`config.mk`:
```
export PLATFORM = sky130hd
export DESIGN_NAME = dcache_ctrl_flat
export DESIGN_NICKNAME = d
export VERILOG_FILES = /design/src/rtl/dcache_ctrl_if.sv /design/src/rtl/dcache_ctrl.sv /design/src/flat_wrapper.sv
export SDC_FILE = /design/constraint.sdc
export NUM_CORES = 2
export LEC_CHECK = 0
export BUFFER_PORTS_ARGS = -buffer_cell sky130_fd_sc_hd__clkbuf_2
export CELL_PAD_IN_SITES_DETAIL_PLACEMENT = 0
export CELL_PAD_IN_SITES_GLOBAL_PLACEMENT = 1
export CORE_ASPECT_RATIO = 1.2
export CORE_MARGIN = 2
export CORE_UTILIZATION = 50
export DETAILED_ROUTE_END_ITERATION = 12
export HOLD_SLACK_MARGIN = 0.08
export PLACE_DENSITY = 0.77
export SYNTH_ARGS = -nofsm -noshare
export SYNTH_HDL_FRONTEND = slang
export SYNTH_SLANG_ARGS = --single-unit
```
`constraint.sdc`:
```
create_clock -name CLK -period 4.7 [get_ports CLK]
set_input_delay 0.705 -clock CLK [delete_from_list [all_inputs] [get_ports CLK]]
set_output_delay 0.705 -clock CLK [all_outputs]
set_load 0.01 [all_outputs]
```
`src/rtl/dcache_ctrl_if.sv`:
```
// Signal bundle between dcache_ctrl, the CPU memory stage and the backing data memory.
// master = CPU/memory environment side, slave = the cache controller.
interface dcache_ctrl_if;
  logic         MemRead;
  logic         MemWrite;
  logic [3:0]   BE;
  logic [31:0]  addr;
  logic [31:0]  wdata;
  logic [31:0]  rdata;
  logic         Ready;
  logic         mem_req;
  logic         mem_we;
  logic [31:0]  mem_addr;
  logic [3:0]   mem_be;
  logic [31:0]  mem_wdata;
  logic         mem_ack;
  logic [127:0] mem_rdata;

  modport master (
    output MemRead, MemWrite, BE, addr, wdata, mem_ack, mem_rdata,
    input  rdata, Ready, mem_req, mem_we, mem_addr, mem_be, mem_wdata
  );

  modport slave (
    input  MemRead, MemWrite, BE, addr, wdata, mem_ack, mem_rdata,
    output rdata, Ready, mem_req, mem_we, mem_addr, mem_be, mem_wdata
  );
endinterface

```
`src/rtl/dcache_ctrl.sv`:
```
// Direct-mapped, write-through, no-write-allocate data cache controller.
// Defining DCACHE_STATS_EN adds the hit_count/miss_count ports and counters.
module dcache_ctrl #(
  parameter int INDEX_BITS = 4
) (
  input  logic         CLK,
  input  logic         RST,
  dcache_ctrl_if.slave bus
`ifdef DCACHE_STATS_EN
  ,
  output logic [31:0]  hit_count,
  output logic [31:0]  miss_count
`endif
);
  localparam int LINES = 1 << INDEX_BITS;
  localparam int TAG_W = 28 - INDEX_BITS;

  typedef enum logic [1:0] {S_IDLE, S_FILL, S_WRITE, S_RESP} state_e;

  state_e      state_q;
  logic        mem_req_q;
  logic        mem_we_q;
  logic [31:0] mem_addr_q;
  logic [3:0]  mem_be_q;
  logic [31:0] mem_wdata_q;
  logic        resp_load_q;
  logic [31:0] resp_rdata_q;

  logic             valid_q [LINES];
  logic [TAG_W-1:0] tag_q   [LINES];
  logic [31:0]      data_q  [LINES][4];

  logic [INDEX_BITS-1:0] idx;
  logic [TAG_W-1:0]      tag;
  logic [1:0]            off;
  logic                  hit;
  logic                  is_load;
  logic                  load_hit;
  logic                  load_miss;
  logic                  fill_done;
  logic                  write_done;
  logic                  unused_addr;

  assign off         = bus.addr[3:2];
  assign idx         = bus.addr[INDEX_BITS+3:4];
  assign tag         = bus.addr[31:INDEX_BITS+4];
  assign unused_addr = ^bus.addr[1:0];

  // A simultaneous MemRead/MemWrite is a store, so a load needs MemWrite low.
  assign hit        = valid_q[idx] && (tag_q[idx] == tag);
  assign is_load    = bus.MemRead && !bus.MemWrite;
  assign load_hit   = (state_q == S_IDLE) && is_load && hit;
  assign load_miss  = (state_q == S_IDLE) && is_load && !hit;
  assign fill_done  = (state_q == S_FILL) && bus.mem_ack;
  assign write_done = (state_q == S_WRITE) && bus.mem_ack;

  // NOTE: every output of this block gets a default first, so no path leaves it unassigned and no latch is inferred.
  always_comb begin
    bus.Ready = 1'b0;
    bus.rdata = '0;
    if (!RST) begin
      if (load_hit) begin
        bus.Ready = 1'b1;
        bus.rdata = data_q[idx][off];
      end else if (state_q == S_RESP) begin
        bus.Ready = 1'b1;
        if (resp_load_q) bus.rdata = resp_rdata_q;
      end
    end
  end

  assign bus.mem_req   = mem_req_q;
  assign bus.mem_we    = mem_we_q;
  assign bus.mem_addr  = mem_addr_q;
  assign bus.mem_be    = mem_be_q;
  assign bus.mem_wdata = mem_wdata_q;

  // NOTE: state and registered outputs use non-blocking assignments so every register samples pre-edge values.
  always_ff @(posedge CLK) begin
    if (RST) begin
      state_q      <= S_IDLE;
      mem_req_q    <= 1'b0;
      mem_we_q     <= 1'b0;
      mem_addr_q   <= '0;
      mem_be_q     <= '0;
      mem_wdata_q  <= '0;
      resp_load_q  <= 1'b0;
      resp_rdata_q <= '0;
    end else begin
      case (state_q)
        S_IDLE: begin
          if (bus.MemWrite) begin
            state_q     <= S_WRITE;
            mem_req_q   <= 1'b1;
            mem_we_q    <= 1'b1;
            mem_addr_q  <= {bus.addr[31:2], 2'b00};
            mem_be_q    <= bus.BE;
            mem_wdata_q <= bus.wdata;
          end else if (load_miss) begin
            state_q     <= S_FILL;
            mem_req_q   <= 1'b1;
            mem_we_q    <= 1'b0;
            mem_addr_q  <= {bus.addr[31:4], 4'b0000};
            mem_be_q    <= 4'b0000;
            mem_wdata_q <= '0;
          end
        end
        S_FILL: begin
          if (bus.mem_ack) begin
            state_q      <= S_RESP;
            mem_req_q    <= 1'b0;
            resp_load_q  <= 1'b1;
            resp_rdata_q <= bus.mem_rdata[32*off +: 32];
          end
        end
        S_WRITE: begin
          if (bus.mem_ack) begin
            state_q     <= S_RESP;
            mem_req_q   <= 1'b0;
            resp_load_q <= 1'b0;
          end
        end
        default: begin
          state_q <= S_IDLE;
        end
      endcase
    end
  end

  always_ff @(posedge CLK) begin
    if (RST) begin
      for (int i = 0; i < LINES; i++) valid_q[i] <= 1'b0;
    end else if (fill_done) begin
      valid_q[idx] <= 1'b1;
    end
  end

  // NOTE: tags and data are deliberately not reset; a cleared valid bit hides them and they can map onto plain RAM.
  always_ff @(posedge CLK) begin
    if (fill_done) begin
      tag_q[idx] <= tag;
      for (int w = 0; w < 4; w++) data_q[idx][w] <= bus.mem_rdata[32*w +: 32];
    end else if (write_done && hit) begin
      for (int b = 0; b < 4; b++) begin
        if (bus.BE[b]) data_q[idx][off][8*b +: 8] <= bus.wdata[8*b +: 8];
      end
    end
  end

`ifdef DCACHE_STATS_EN
  logic [31:0] hit_count_q;
  logic [31:0] miss_count_q;

  always_ff @(posedge CLK) begin
    if (RST) begin
      hit_count_q  <= '0;
      miss_count_q <= '0;
    end else begin
      if (load_hit)  hit_count_q  <= hit_count_q + 32'd1;
      if (load_miss) miss_count_q <= miss_count_q + 32'd1;
    end
  end

  assign hit_count  = hit_count_q;
  assign miss_count = miss_count_q;
`endif
endmodule
```
`src/flat_wrapper.sv`:
```
// flat-port wrapper written by rule: the top's interface ports become plain ports
module dcache_ctrl_flat 
#(
  parameter int INDEX_BITS = 4
)
  (CLK, RST, bus_MemRead, bus_MemWrite, bus_BE, bus_addr, bus_wdata, bus_mem_ack, bus_mem_rdata, bus_rdata, bus_Ready, bus_mem_req, bus_mem_we, bus_mem_addr, bus_mem_be, bus_mem_wdata);
  dcache_ctrl_if bus_i ();
  input  logic CLK;
  input  logic RST;
  input wire logic [$bits(bus_i.MemRead)-1:0] bus_MemRead;
  input wire logic [$bits(bus_i.MemWrite)-1:0] bus_MemWrite;
  input wire logic [$bits(bus_i.BE)-1:0] bus_BE;
  input wire logic [$bits(bus_i.addr)-1:0] bus_addr;
  input wire logic [$bits(bus_i.wdata)-1:0] bus_wdata;
  input wire logic [$bits(bus_i.mem_ack)-1:0] bus_mem_ack;
  input wire logic [$bits(bus_i.mem_rdata)-1:0] bus_mem_rdata;
  output wire logic [$bits(bus_i.rdata)-1:0] bus_rdata;
  output wire logic [$bits(bus_i.Ready)-1:0] bus_Ready;
  output wire logic [$bits(bus_i.mem_req)-1:0] bus_mem_req;
  output wire logic [$bits(bus_i.mem_we)-1:0] bus_mem_we;
  output wire logic [$bits(bus_i.mem_addr)-1:0] bus_mem_addr;
  output wire logic [$bits(bus_i.mem_be)-1:0] bus_mem_be;
  output wire logic [$bits(bus_i.mem_wdata)-1:0] bus_mem_wdata;
  assign bus_i.MemRead = bus_MemRead;
  assign bus_i.MemWrite = bus_MemWrite;
  assign bus_i.BE = bus_BE;
  assign bus_i.addr = bus_addr;
  assign bus_i.wdata = bus_wdata;
  assign bus_i.mem_ack = bus_mem_ack;
  assign bus_i.mem_rdata = bus_mem_rdata;
  assign bus_rdata = bus_i.rdata;
  assign bus_Ready = bus_i.Ready;
  assign bus_mem_req = bus_i.mem_req;
  assign bus_mem_we = bus_i.mem_we;
  assign bus_mem_addr = bus_i.mem_addr;
  assign bus_mem_be = bus_i.mem_be;
  assign bus_mem_wdata = bus_i.mem_wdata;
  dcache_ctrl #(.INDEX_BITS(INDEX_BITS)) u_core (.CLK(CLK), .RST(RST), .bus(bus_i));
endmodule
```
==> flow_summary_export.csv <==
group,metric,value,unit
sta,rsz0062_at_grt,"yes",
yosys,synth-warning-count,0,
detailed_routing,antenna_left,0,
job,cap_violations,0,
power,p_leak,0.0389,uW
worst_setup_path,r2r_end,"u_core.data_q[1][122]$_DFFE_PP_",
sta,slew_headroom,29.1,%
layout,syn_to_final_growth,16.7,%
yosys,synthMuxAreaShare,19.8,%
clock_network,cts_tree,"done",
yosys,synth_edf_count,2432,
placement,gp_congestion,0.835,
status,outcome,"complete, but fails checks",
layout,nNetsFinal,5782,
status,failed_checks,"negative setup slack",
detailed_routing,drc_errors,0,
worst_setup_path,crit_type,"register to primary output",
worst_setup_path,path_common_cell,"buf_4",
clock_network,cts_sinks,2551,
sta,fin_crit_sh,112,%
yosys,synth-simple-area-share,2.99,%
yosys,synth.avg_cell_area,21.3,sq um
yosys,synth_common_cells,"edfxtp_1, mux4_2, nor2_1",
clock_network,clockRootBuffer,"clkbuf_16",
worst_setup_path,critPathLaunch,"u_core.tag_q[8][3]$_DFFE_PP_",
yosys,synth_ff_type,"edfxtp_1",
clock_network,clk_pin_slew,0.06,ns
sta,period_needed,5.26,ns
grt,grt_max_degree,142,
yosys,synth_top_family_by_area,"multiplexers",
power,power.total,48900,uW
worst_setup_path,reg2reg_depth,13,
worst_setup_path,worstPathRequired,3.99,ns
clock_network,insertion_delay,0.89,ns
sta,fin_worst_skew,0.0340,ns
clock_network,clockBufferDepth,3,
grt,grt_first_pass_wirelength,381,mm
worst_setup_path,cp_max_fo,14,
placement,port_buffers,299,
min_path,hp-class,"primary input to register",
detailed_routing,wl_per_cell,31.6,microns
layout,nFillCells,14400,
yosys,synthXorXnorAreaFrac,0.180,%
yosys,async_flop_share,0,%
die,core_area,203000,sq um
die,num_rows,181,
die,dieArea,208000,sq um
worst_setup_path,critPathSlowestCell,"mux4_2",
power,ir_drop,440,uV
worst_setup_path,critPathLaunchType,"register",
yosys,synth_seq_cells,2551,
grt,antenna_found_initial,19,
power,p_per_area,411,nW/um^2
yosys,synthesis.area,102000,sq um
worst_setup_path,end_kind,"primary output",
worst_setup_path,cp-endpoint,"bus_rdata[0]",
worst_setup_path,timing.rr.start,"u_core.tag_q[8][3]$_DFFE_PP_",
grt,grt_pass1_vias,53400,
sta,fin_setup_tns,-16.77,ns
layout,multi_input_area,25600,sq um
detailed_routing,firstDrtPassIters,5,
die,die_y,499,microns
yosys,synth_top_cell_area_share,71.6,%
yosys,synth_compound_area_share,1.63,%
die,dieWidth,416,microns
sta,max_freq,0.190,GHz
detailed_routing,num_vias,52600,
layout,seq_area,75400,sq um
clock_network,cts-htree-levels,4,
sta,hold_viol_final,0,
yosys,synth-seq-area-share,73.9,%
yosys,yosysMostFrequentCell,"edfxtp_1",
worst_setup_path,crit_chain,"mux4_2, mux2i_2, o32a_1, nand4_1, o41ai_2, buf_4, nand4b_4, buf_12, buf_8, nor4_4, buf_4, clkbuf_16, nand2_1, a21oi_1, buf_4, clkbuf_2",
detailed_routing,drt_iter0_drc,6447,
yosys,synthTopCellsByArea,"edfxtp_1, mux4_2, dfxtp_1, mux2_2, mux2i_1",
die,ios,304,
yosys,postSynthCellCount,4784,
sta,finalSetupViolCount,33,
worst_setup_path,cp.arrival,4.55,ns
clock_network,cts_buffers,236,
sta,layout_setup_ws,-0.556,ns
detailed_routing,drt_wl_total,267,mm
grt,grt_overflow,0,
detailed_routing,routed_via_density,6.22,
layout,layout-drive-gt1-share,38.3,%
sta,slew_viol_final,0,
sta,worst_pin_slew,1.06,ns
die,start_util,50.3,%
placement,hpwl,178,mm
worst_setup_path,slowest_delay,0.49,ns
grt,grt_usage,25.7,%
yosys,synth_top_cell_by_area,"edfxtp_1",
worst_setup_path,regToRegSetupSlack,0.21,ns
yosys,ys_types,70,
yosys,synth_adder_area_share,0.0613,%
-- state kept, by name, summed over array words and instances (netlist names) --
signal and count:
u_core.tag_q 384, u_core.bus.mem_req 1, u_core.valid_q 16, u_core.state_q 2, u_core.data_q 2048, u_core.resp_load_q 1, u_core.bus.mem_we 1, u_core.bus.mem_wdata 32
u_core.bus.mem_addr 30, u_core.bus.mem_be 4, u_core.resp_rdata_q 32
-- cells in the final DEF (no fill, tap or decap), types with 50 or more instances in the layout --
| master | netlist | routed |
|---|---|---|
| nand2_1 | 134 | 117 |
| nor3b_1 | 98 | 88 |
| mux2_2 | 117 | 117 |
| dfxtp_1 | 119 | 119 |
| buf_4 | 14 | 486 |
| mux4_2 | 768 | 768 |
| clkbuf_16 | 0 | 242 |
| clkbuf_2 | 0 | 275 |
| buf_12 | 0 | 63 |
| edfxtp_1 | 2432 | 2432 |
| nor2_1 | 244 | 228 |
| a22o_1 | 54 | 54 |
| mux2i_1 | 123 | 121 |
| a21oi_1 | 78 | 62 |
| clkbuf_1 | 173 | 57 |
| clkinv_2 | 0 | 50 |
-- worst min path at each step --
stage                     cells after the start                                    end                                start  slack (ns)
after global routing                          2  u_core.bus.mem_wdata[26]$_SDFFE_PP0P_                        bus_wdata[26]        0.12
after detailed placement                      2    u_core.resp_rdata_q[8]$_SDFFE_PP0P_  u_core.resp_rdata_q[8]$_SDFFE_PP0P_        0.45
final                                         2  u_core.bus.mem_wdata[10]$_SDFFE_PP0P_                        bus_wdata[10]        0.14
after floorplan                               2             u_core.valid_q[10]$_DFF_P_           u_core.valid_q[10]$_DFF_P_        0.43
after CTS                                     2   u_core.bus.mem_wdata[9]$_SDFFE_PP0P_                         bus_wdata[9]        0.08
after global placement                        1              u_core.valid_q[3]$_DFF_P_            u_core.valid_q[3]$_DFF_P_        0.44
-- worst max-delay path, delay by kind of cell, from the launching register on --
family | cells | cell delay [ns]
flip-flops | 1 | 0.38
multiplexers | 2 | 0.69
AND/OR/NAND/NOR | 4 | 0.60
AO/OA/AOI/OAI | 3 | 0.78
buffers and inverters | 7 | 1.19
-- layout make-up --
class / count / area share (%)
clock inverter: 136 / 1.20
clock buffer: 315 / 5.43
sequential: 2551 / 63.4
multi-input combinational: 1907 / 21.5
antenna: 10 / 0.0210
timing repair buffer: 865 / 5.64
tap: 2653 / 2.79
inverter: 15 / 0.0473
-- timing repair --
action | in CTS | in global routing
cloned | 0 | 2
gates resized for setup | 31 | 40
endpoints found under the setup margin | 33 | 33
hold buffers | 8 | 0
pin swaps | 6 | 9
setup buffers | 4 | 4
endpoints found under the hold margin | 8 | 0
-- cell families (layout without fill, tap and decap cells) --
kind of cell / Yosys count / in the layout
flip-flops: 2551 / 2551
multiplexers: 1031 / 1031
AND/OR/NAND/NOR: 608 / 608
buffers and inverters: 327 / 1331
AO/OA/AOI/OAI: 240 / 240
XOR/XNOR: 21 / 21
adder cells (fa/ha/maj): 5 / 5
other: 1 / 12
-- report_power, final --
part	internal, uW	switching, uW
Sequential	25300	179
Combinational	1610	2380
Clock	11100	8390
-- stage by stage --
step	hold slack (ns)	util [%]	worst slack, ns	cells	instance area, sq um
floorplan	0.435	-	-0.0890	4785	102000
global placement	0.441	54.6	-0.809	7975	111000
detailed placement	0.448	54.6	-0.761	7975	111000
CTS	0.0821	58.6	-0.441	8437	119000
global route	0.116	58.7	-0.638	8449	119000
finish	0.140	58.7	-0.556	8452	119000
-- per-layer routing --
| metal | track usage (%) | wire length, microns | up-vias |
|---|---|---|---|
| met5 | 0 | 71 | - |
| met4 | 10.3 | 10900 | 10 |
| met3 | 4.17 | 21800 | 491 |
| met2 | 43.4 | 136000 | 2538 |
| met1 | 33.6 | 98400 | 27900 |
| li1 | - | - | 21600 |
No activity file was read; power rests on OpenSTA's default activity.
